[src/rtl/fwd_pkg.sv]
// Shared opcode constants and helpers for the forwarding / load-use hazard unit.
package fwd_pkg;

    localparam logic [6:0] LOAD_OPCODE   = 7'b0000011;
    localparam logic [6:0] STORE_OPCODE  = 7'b0100011;
    localparam logic [6:0] BRANCH_OPCODE = 7'b1100011;

    // Stores and branches carry an rd-shaped field that is not a destination.
    function automatic logic writes_rd(input logic [6:0] opcode);
        return !((opcode == STORE_OPCODE) || (opcode == BRANCH_OPCODE));
    endfunction

    function automatic int sel_width(input int depth);
        return $clog2(depth + 1);
    endfunction

endpackage

[src/rtl/fwd_port_select.sv]
// Per-read-port priority encoder: youngest matching stage wins; flags a
// load-use stall when that stage holds a load whose data is not yet forwardable.
module fwd_port_select
    import fwd_pkg::*;
#(
    parameter int DEPTH            = 2,
    parameter int LOAD_READY_STAGE = 2,
    parameter int SEL_W            = sel_width(DEPTH)
) (
    input  logic [DEPTH-1:0] i_match,
    input  logic [DEPTH-1:0] i_is_load,
    output logic [SEL_W-1:0] o_sel,
    output logic             o_is_load,
    output logic             o_stall_req
);

    // Scan oldest to youngest so the lowest stage index is the last write.
    always_comb begin
        o_sel       = '0;
        o_is_load   = 1'b0;
        o_stall_req = 1'b0;
        for (int k = DEPTH; k >= 1; k--) begin
            if (i_match[k-1]) begin
                o_sel       = SEL_W'(k);
                o_is_load   = i_is_load[k-1];
                o_stall_req = i_is_load[k-1] && (k < LOAD_READY_STAGE);
            end
        end
    end

endmodule

[src/rtl/fwd_scoreboard.sv]
// Forwarding and load-use hazard unit: shift pipeline of in-flight destination tags.
// Optional stall statistics counter enabled by defining FWD_STATS_EN.
module fwd_scoreboard
    import fwd_pkg::*;
#(
    parameter int NUM_READ_PORTS   = 2,
    parameter int FWD_DEPTH        = 2,
    parameter int LOAD_READY_STAGE = 2,
    parameter int REG_ADDR_W       = 5
) (
    input  logic                                              clk,
    input  logic                                              rst,
    input  logic                                              issue_valid,
    input  logic [REG_ADDR_W-1:0]                             issue_rd,
    input  logic [6:0]                                        issue_opcode,
    input  logic [NUM_READ_PORTS*REG_ADDR_W-1:0]              rs_addr,
    input  logic                                              pipe_advance,
    input  logic                                              flush,
    output logic [NUM_READ_PORTS*sel_width(FWD_DEPTH)-1:0]    fwd_sel,
    output logic [NUM_READ_PORTS-1:0]                         fwd_is_load,
    output logic                                              load_use_stall
`ifdef FWD_STATS_EN
    ,
    output logic [31:0]                                       stall_count
`endif
);

    localparam int SEL_W = sel_width(FWD_DEPTH);

    // Stage k lives at index k-1.
    logic [FWD_DEPTH-1:0]  r_valid;
    logic [FWD_DEPTH-1:0]  r_is_load;
    logic [REG_ADDR_W-1:0] r_rd [FWD_DEPTH];

    logic                      w_insert;
    logic [NUM_READ_PORTS-1:0] w_stall_req;

    assign w_insert = issue_valid && !load_use_stall && writes_rd(issue_opcode)
                      && (issue_rd != '0);

    always_ff @(posedge clk) begin
        if (rst) begin
            r_valid   <= '0;
            r_is_load <= '0;
            for (int k = 0; k < FWD_DEPTH; k++) r_rd[k] <= '0;
        end else if (flush) begin
            r_valid <= '0;
        end else if (pipe_advance) begin
            r_valid[0]   <= w_insert;
            r_rd[0]      <= issue_rd;
            r_is_load[0] <= (issue_opcode == LOAD_OPCODE);
            for (int k = 1; k < FWD_DEPTH; k++) begin
                r_valid[k]   <= r_valid[k-1];
                r_rd[k]      <= r_rd[k-1];
                r_is_load[k] <= r_is_load[k-1];
            end
        end
    end

    for (genvar p = 0; p < NUM_READ_PORTS; p++) begin : g_port
        logic [REG_ADDR_W-1:0] w_rs;
        logic [FWD_DEPTH-1:0]  w_match;

        assign w_rs = rs_addr[p*REG_ADDR_W +: REG_ADDR_W];

        // x0 is hardwired zero, so it never matches anything.
        always_comb begin
            w_match = '0;
            for (int k = 0; k < FWD_DEPTH; k++) begin
                w_match[k] = r_valid[k] && (r_rd[k] == w_rs) && (w_rs != '0);
            end
        end

        fwd_port_select #(
            .DEPTH            (FWD_DEPTH),
            .LOAD_READY_STAGE (LOAD_READY_STAGE),
            .SEL_W            (SEL_W)
        ) u_sel (
            .i_match     (w_match),
            .i_is_load   (r_is_load),
            .o_sel       (fwd_sel[p*SEL_W +: SEL_W]),
            .o_is_load   (fwd_is_load[p]),
            .o_stall_req (w_stall_req[p])
        );
    end

    assign load_use_stall = issue_valid && (|w_stall_req);

`ifdef FWD_STATS_EN
    logic [31:0] r_stall_count;

    always_ff @(posedge clk) begin
        if (rst) begin
            r_stall_count <= '0;
        end else if (load_use_stall && pipe_advance && (r_stall_count != 32'hFFFF_FFFF)) begin
            r_stall_count <= r_stall_count + 32'd1;
        end
    end

    assign stall_count = r_stall_count;
`endif

endmodule

[config.mk]
export PLATFORM = sky130hd
export DESIGN_NAME = fwd_scoreboard
export DESIGN_NICKNAME = d
export VERILOG_FILES = /design/src/rtl/fwd_pkg.sv /design/src/rtl/fwd_port_select.sv /design/src/rtl/fwd_scoreboard.sv
export SDC_FILE = /design/constraint.sdc
export NUM_CORES = 1
export LEC_CHECK = 0
export BUFFER_PORTS_ARGS = -buffer_cell sky130_fd_sc_hd__buf_2
export CAP_MARGIN = 25
export CORE_MARGIN = 2
export CORE_UTILIZATION = 30
export DETAILED_ROUTE_END_ITERATION = 7
export SLEW_MARGIN = 20
export SYNTH_ARGS = -nofsm -noshare
export SYNTH_HDL_FRONTEND = slang
export SYNTH_SLANG_ARGS = --single-unit
[constraint.sdc]
create_clock -name clk -period 5.1 [get_ports clk]
set_input_delay 1.02 -clock clk [delete_from_list [all_inputs] [get_ports clk]]
set_output_delay 1.02 -clock clk [all_outputs]
set_load 0.1 [all_outputs]
-- Yosys cells after proc, flatten, opt, wreduce, memory -nomap -nowiden
Memories as Yosys holds them, arrays and structs flattened.
Cells that the tools add are included.
- bits in registers: 4
- bits in latches: 0
- bits in writable memories: 10
- bits in read-only memories: 0
- output and inout port bits: 7
- logic and storage cells: 52
- memories: 1
- memories (memory ; words ; width ; read ports ; clocked after memory_dff ; write ports ; line ; text):
    r_rd ; 2 ; 5 ; 2 ; 0 ; 2 ; fwd_scoreboard.sv:33 ; logic [REG_ADDR_W-1:0] r_rd [FWD_DEPTH];
- add/subtract/negate cells: 0
- multipliers: 0
- divide/modulo/power cells: 0
- order comparisons: 0
- equal/unequal tests: 7
- shift-type cells: 0
- multiplexer cells: 18
- bitwise logic cells: 3
- reductions and logical operators: 21
- operators by type and width (kind ; number):
    $eq A5 B5 Y1 ; 4
    $reduce_bool A5 Y1 ; 3
    $logic_and A1 B1 Y1 ; 12
    $mux W1 ; 12
    $mux W5 ; 2
    $mux W2 ; 4
    $eq A7 B2 Y1 const B ; 1
    $eq A7 B6 Y1 const B ; 1
    $eq A7 B7 Y1 const B ; 1
    $reduce_or A2 Y1 ; 2
    $logic_not A1 Y1 ; 2
    $or A1 B1 Y1 ; 2
    $reduce_and A2 Y1 ; 1
    $logic_or A1 B1 Y1 ; 1
    $not A1 Y1 ; 1

-- Depth between registers and ports, before layout
- word-level depth: 10
- depth in mapped cells: 6

-- By module
Synthesis repeated with hierarchy kept, for this count alone.
- cell total of the unflattened synthesis: 82
- area, all modules: 885.8 um^2
- modules (own cells, without submodules) (module ; instances ; cells an instance ; area each (um^2)):
    fwd_scoreboard ; 1 ; 74 ; 830.8
    fwd_port_select ; 2 ; 4 ; 27.5

-- Least setup slack after synthesis
Ideal clock, no wire load.
- path kind: input to output
- start point: input rs_addr[5]
- end point: output fwd_is_load[1]
- arrival: 4.533 ns
- data required time: 4.080 ns
- setup slack: -0.453 ns
- stages: 5
- buffers on the path: 1
- cell sequence: xor2_1 nor4_2 nor4_2 a22o_1 buf_4
- longest elaborated chain between the ends: 5
- ends and longest elaborated chain (what ; line ; text):
    start: declaration ; fwd_scoreboard.sv:16 ; input logic [NUM_READ_PORTS*REG_ADDR_W-1:0] rs_addr,
    $eq A5 B5 Y1 ; fwd_scoreboard.sv:70 ; w_match[k] = r_valid[k] && (r_rd[k] == w_rs) && (w_rs != '0);
    $logic_and A1 B1 Y1 (2 in a row) ; fwd_scoreboard.sv:70 ;
    $mux W1 ; fwd_port_select.sv:23 ; if (i_match[k-1]) begin
    $mux W1 * ; fwd_port_select.sv:23 ;
    end: declaration ; fwd_scoreboard.sv:20 ; output logic [NUM_READ_PORTS-1:0] fwd_is_load,
Mark *: on every way between the ends. The rest lies on a longest branch, timed or not.

-- Final worst setup path
- start point: input rs_addr[3]
- end point: output fwd_is_load[0]
The elaborated chain is that of the path after synthesis.

==> results_dict.tcl <==
set metrics [dict create \
    outcome "complete, no violations" \
    cts_resized 0 \
    wl_mm 1.84 \
    drv_slew 0 \
    fill_cells 302 \
    mostFrequentLayoutCells "33 x buf_2, 16 x xnor2_1, 10 x and2_1, 10 x edfxtp_1" \
    viasPerCell 4.81 \
    pin_count 34 \
    synth.top_cell.area_share_pct 32.9 \
    fin_crit_sh_pct 73.4 \
    grt_overflow_total 0 \
    powerDensity_mw_per_mm2 210 \
    initial_core_util_pct 30.7 \
    cp_cell_sequence "buf_2 -> or4_4 -> nor2_4 -> nor4_4 -> nor4_2 -> a22o_1 -> buf_2" \
    final_common_cell "buf_2" \
    path_class "in -> out" \
    ys.warnings.count 0 \
    slew_headroom_pct 62.1 \
    skew_ns 0.000392 \
    areaGrowthSynthToFinish_pct 25.9 \
    grt_max_degree 13 \
    synth_top_area_cell "edfxtp_1" \
    crit_end "fwd_is_load[0]" \
    grt_first_pass_wirelength_mm 3.07 \
    dp.cells 146 \
    cts-root-buf "clkbuf_4" \
    drc 0 \
    avgSynthCellArea_um2 11.0 \
    syn_area_um2 913 \
    cellLeakagePower_nw 0.443 \
    cp-start-kind "primary input" \
    synth_cells 83 \
    nets 145 \
    placementRows 20 \
    cp.arrival_ns 2.72 \
    clock_latency_ns 0.27 \
    hold_class "reg -> reg" \
    critPathTopFamily "simple AND/OR/NAND/NOR gates" \
    ctsHoldBuffers 0 \
    crit_required_ns 4.08 \
    post-route-util_pct 38.6 \
    cp_max_fo 4 \
    place_ws_ns 1.33 \
    regToRegEndpoint "r_valid[0]" \
    grt_usage_pct 11.4 \
    synth_seq_area_share_pct 41.6 \
    cts_tree "done" \
    crit_path_end_kind "primary output" \
    netlist_top_cells_area "edfxtp_1 33%, xnor2_1 15%, dfxtp_1 8.8%" \
    fin_crit_ns 3.74 \
    grt_antenna_before_repair 0 \
    cts_made_buffers 3 \
    r2r_slack_ns 3.49 \
    clock_path_buffers 2 \
    syn-num-nets 110 \
    fp.dieW_um 59.2 \
    first_pass_iters 4 \
    cpPeakStageDelay_ns 0.54 \
    grt_pass1_vias 702 \
    hp-start "r_valid[1]" \
    hold_viol 0 \
    path_common_cell "buf_2" \
    path_depth 7 \
    die-area_mm2 0.00350 \
    instances_no_fill 150 \
    setup_ws_ns 1.36 \
    fin_tns_setup_ns 0 \
    drive_gt1_share_pct 39.3 \
    port_buffers 33 \
    ys_ff_latch 14 \
    wire_per_inst_um 12.3 \
    initialDrtViolationCount 4 \
    core_area_mm2 0.00298 \
    setup_viol_count_final 0 \
    via_count 721 \
    cp-startpoint "rs_addr[3]" \
    max_cap_violations 0 \
    r2r_start "r_rd[0][4]" \
    fmax_mhz 267 \
    htreeDepth 1 \
    ant_nets 0 \
    p_total_uw 242 \
    diodes 0 \
    place_congestion 0.778 \
    tightest_slew_ns 0.566 \
    post-cts-setup-buffers 0 \
    die_h_um 59.2 \
    clkSinkCount 14 \
    cp_slowest_cell "or4_4" \
    rr_worst_depth 5 \
    dp_hpwl_mm 1.58 \
    path_clk_slew_ns 0.08 \
    ir_drop_mv 0.133 \
    worst-path-buf-inv 2 \
    ys_types 27 \
    rsz0062_at_grt "false" \
]
[power by group]
part | switching (mW) | leakage (nW) | internal [mW] | total (mW)
clock | 0.0341 | 0.0154 | 0.0283 | 0.0624
sequential | 0.00620 | 0.137 | 0.128 | 0.135
combinational | 0.0223 | 0.291 | 0.0225 | 0.0448
total | 0.0626 | 0.443 | 0.179 | 0.242
[through the flow]
| stage | area (µm²) | hold WS (ns) |
|---|---|---|
| floorplan | 956 | 0.475 |
| detailed placement | 1120 | 0.535 |
| CTS | 1140 | 0.553 |
| finish | 1150 | 0.555 |
| global route | 1150 | 0.585 |
| global placement | 1120 | 0.534 |
[area by class of cell]
class	count	area, µm²	area share (%)
clock buffers	3	22.5	1.96
repair buffers	33	165	14.4
multi-input cells	64	529	46.0
well taps	33	41.3	3.59
clock inverters	1	3.75	0.326
inverters	2	7.51	0.653
flip-flops and latches	14	380	33.1
[Yosys cell counts]
library cell,count
a2111oi_2,1
a21oi_1,2
a22o_1,3
a32o_1,1
and2_1,10
and3_1,1
buf_4,2
clkbuf_1,1
dfxtp_1,4
edfxtp_1,10
inv_1,2
mux2i_1,1
nand2_1,3
nand4_1,4
nor2_1,2
nor2_4,2
nor2b_1,2
nor3_1,1
nor3b_1,1
nor4_1,1
nor4_2,4
o211ai_1,1
or2_1,1
or4_1,1
or4_4,2
xnor2_1,16
xor2_1,4
[flip-flops by register name (all words and copies together) (netlist names)]
register   flops
r_rd          10
r_is_load      2
r_valid        2
[how the worst min path moves through the flow]
| stage | endpoint | slack [ns] | cells past startpoint |
|---|---|---|---|
| 2_1_floorplan | r_is_load[1] | 0.47 | 1 |
| 3_3_place_gp | r_is_load[1] | 0.53 | 1 |
| 3_5_place_dp | r_is_load[1] | 0.54 | 1 |
| 4_1_cts | r_valid[1] | 0.55 | 2 |
| 5_1_grt | r_valid[1] | 0.59 | 2 |
| 6_report | r_valid[1] | 0.55 | 2 |
[cell families after synthesis]
logic type	synth area share (%)
AO/OA/AOI/OAI	7.53
XOR/XNOR	19.2
buffers and inverters	2.88
flip-flops	41.6
multiplexers	1.10
AND/OR/NAND/NOR	27.7
[tightest hold or removal path: stages (launching register included)]
cell,delay (ns)
dfxtp_1,0.33
mux2i_1,0.12
nor3_1,0.06
[routing by layer]
metal / global-route usage [%] / part of all wire, % / vias up
li1: - / - / 372
met1: 15.8 / 49 / 325
met2: 18.9 / 46 / 24
met3: 1.97 / 4.9 / 0
met4: 1.95 / 0 / 0
met5: 0 / 0 / -
Power figures use the tool's default switching activity.
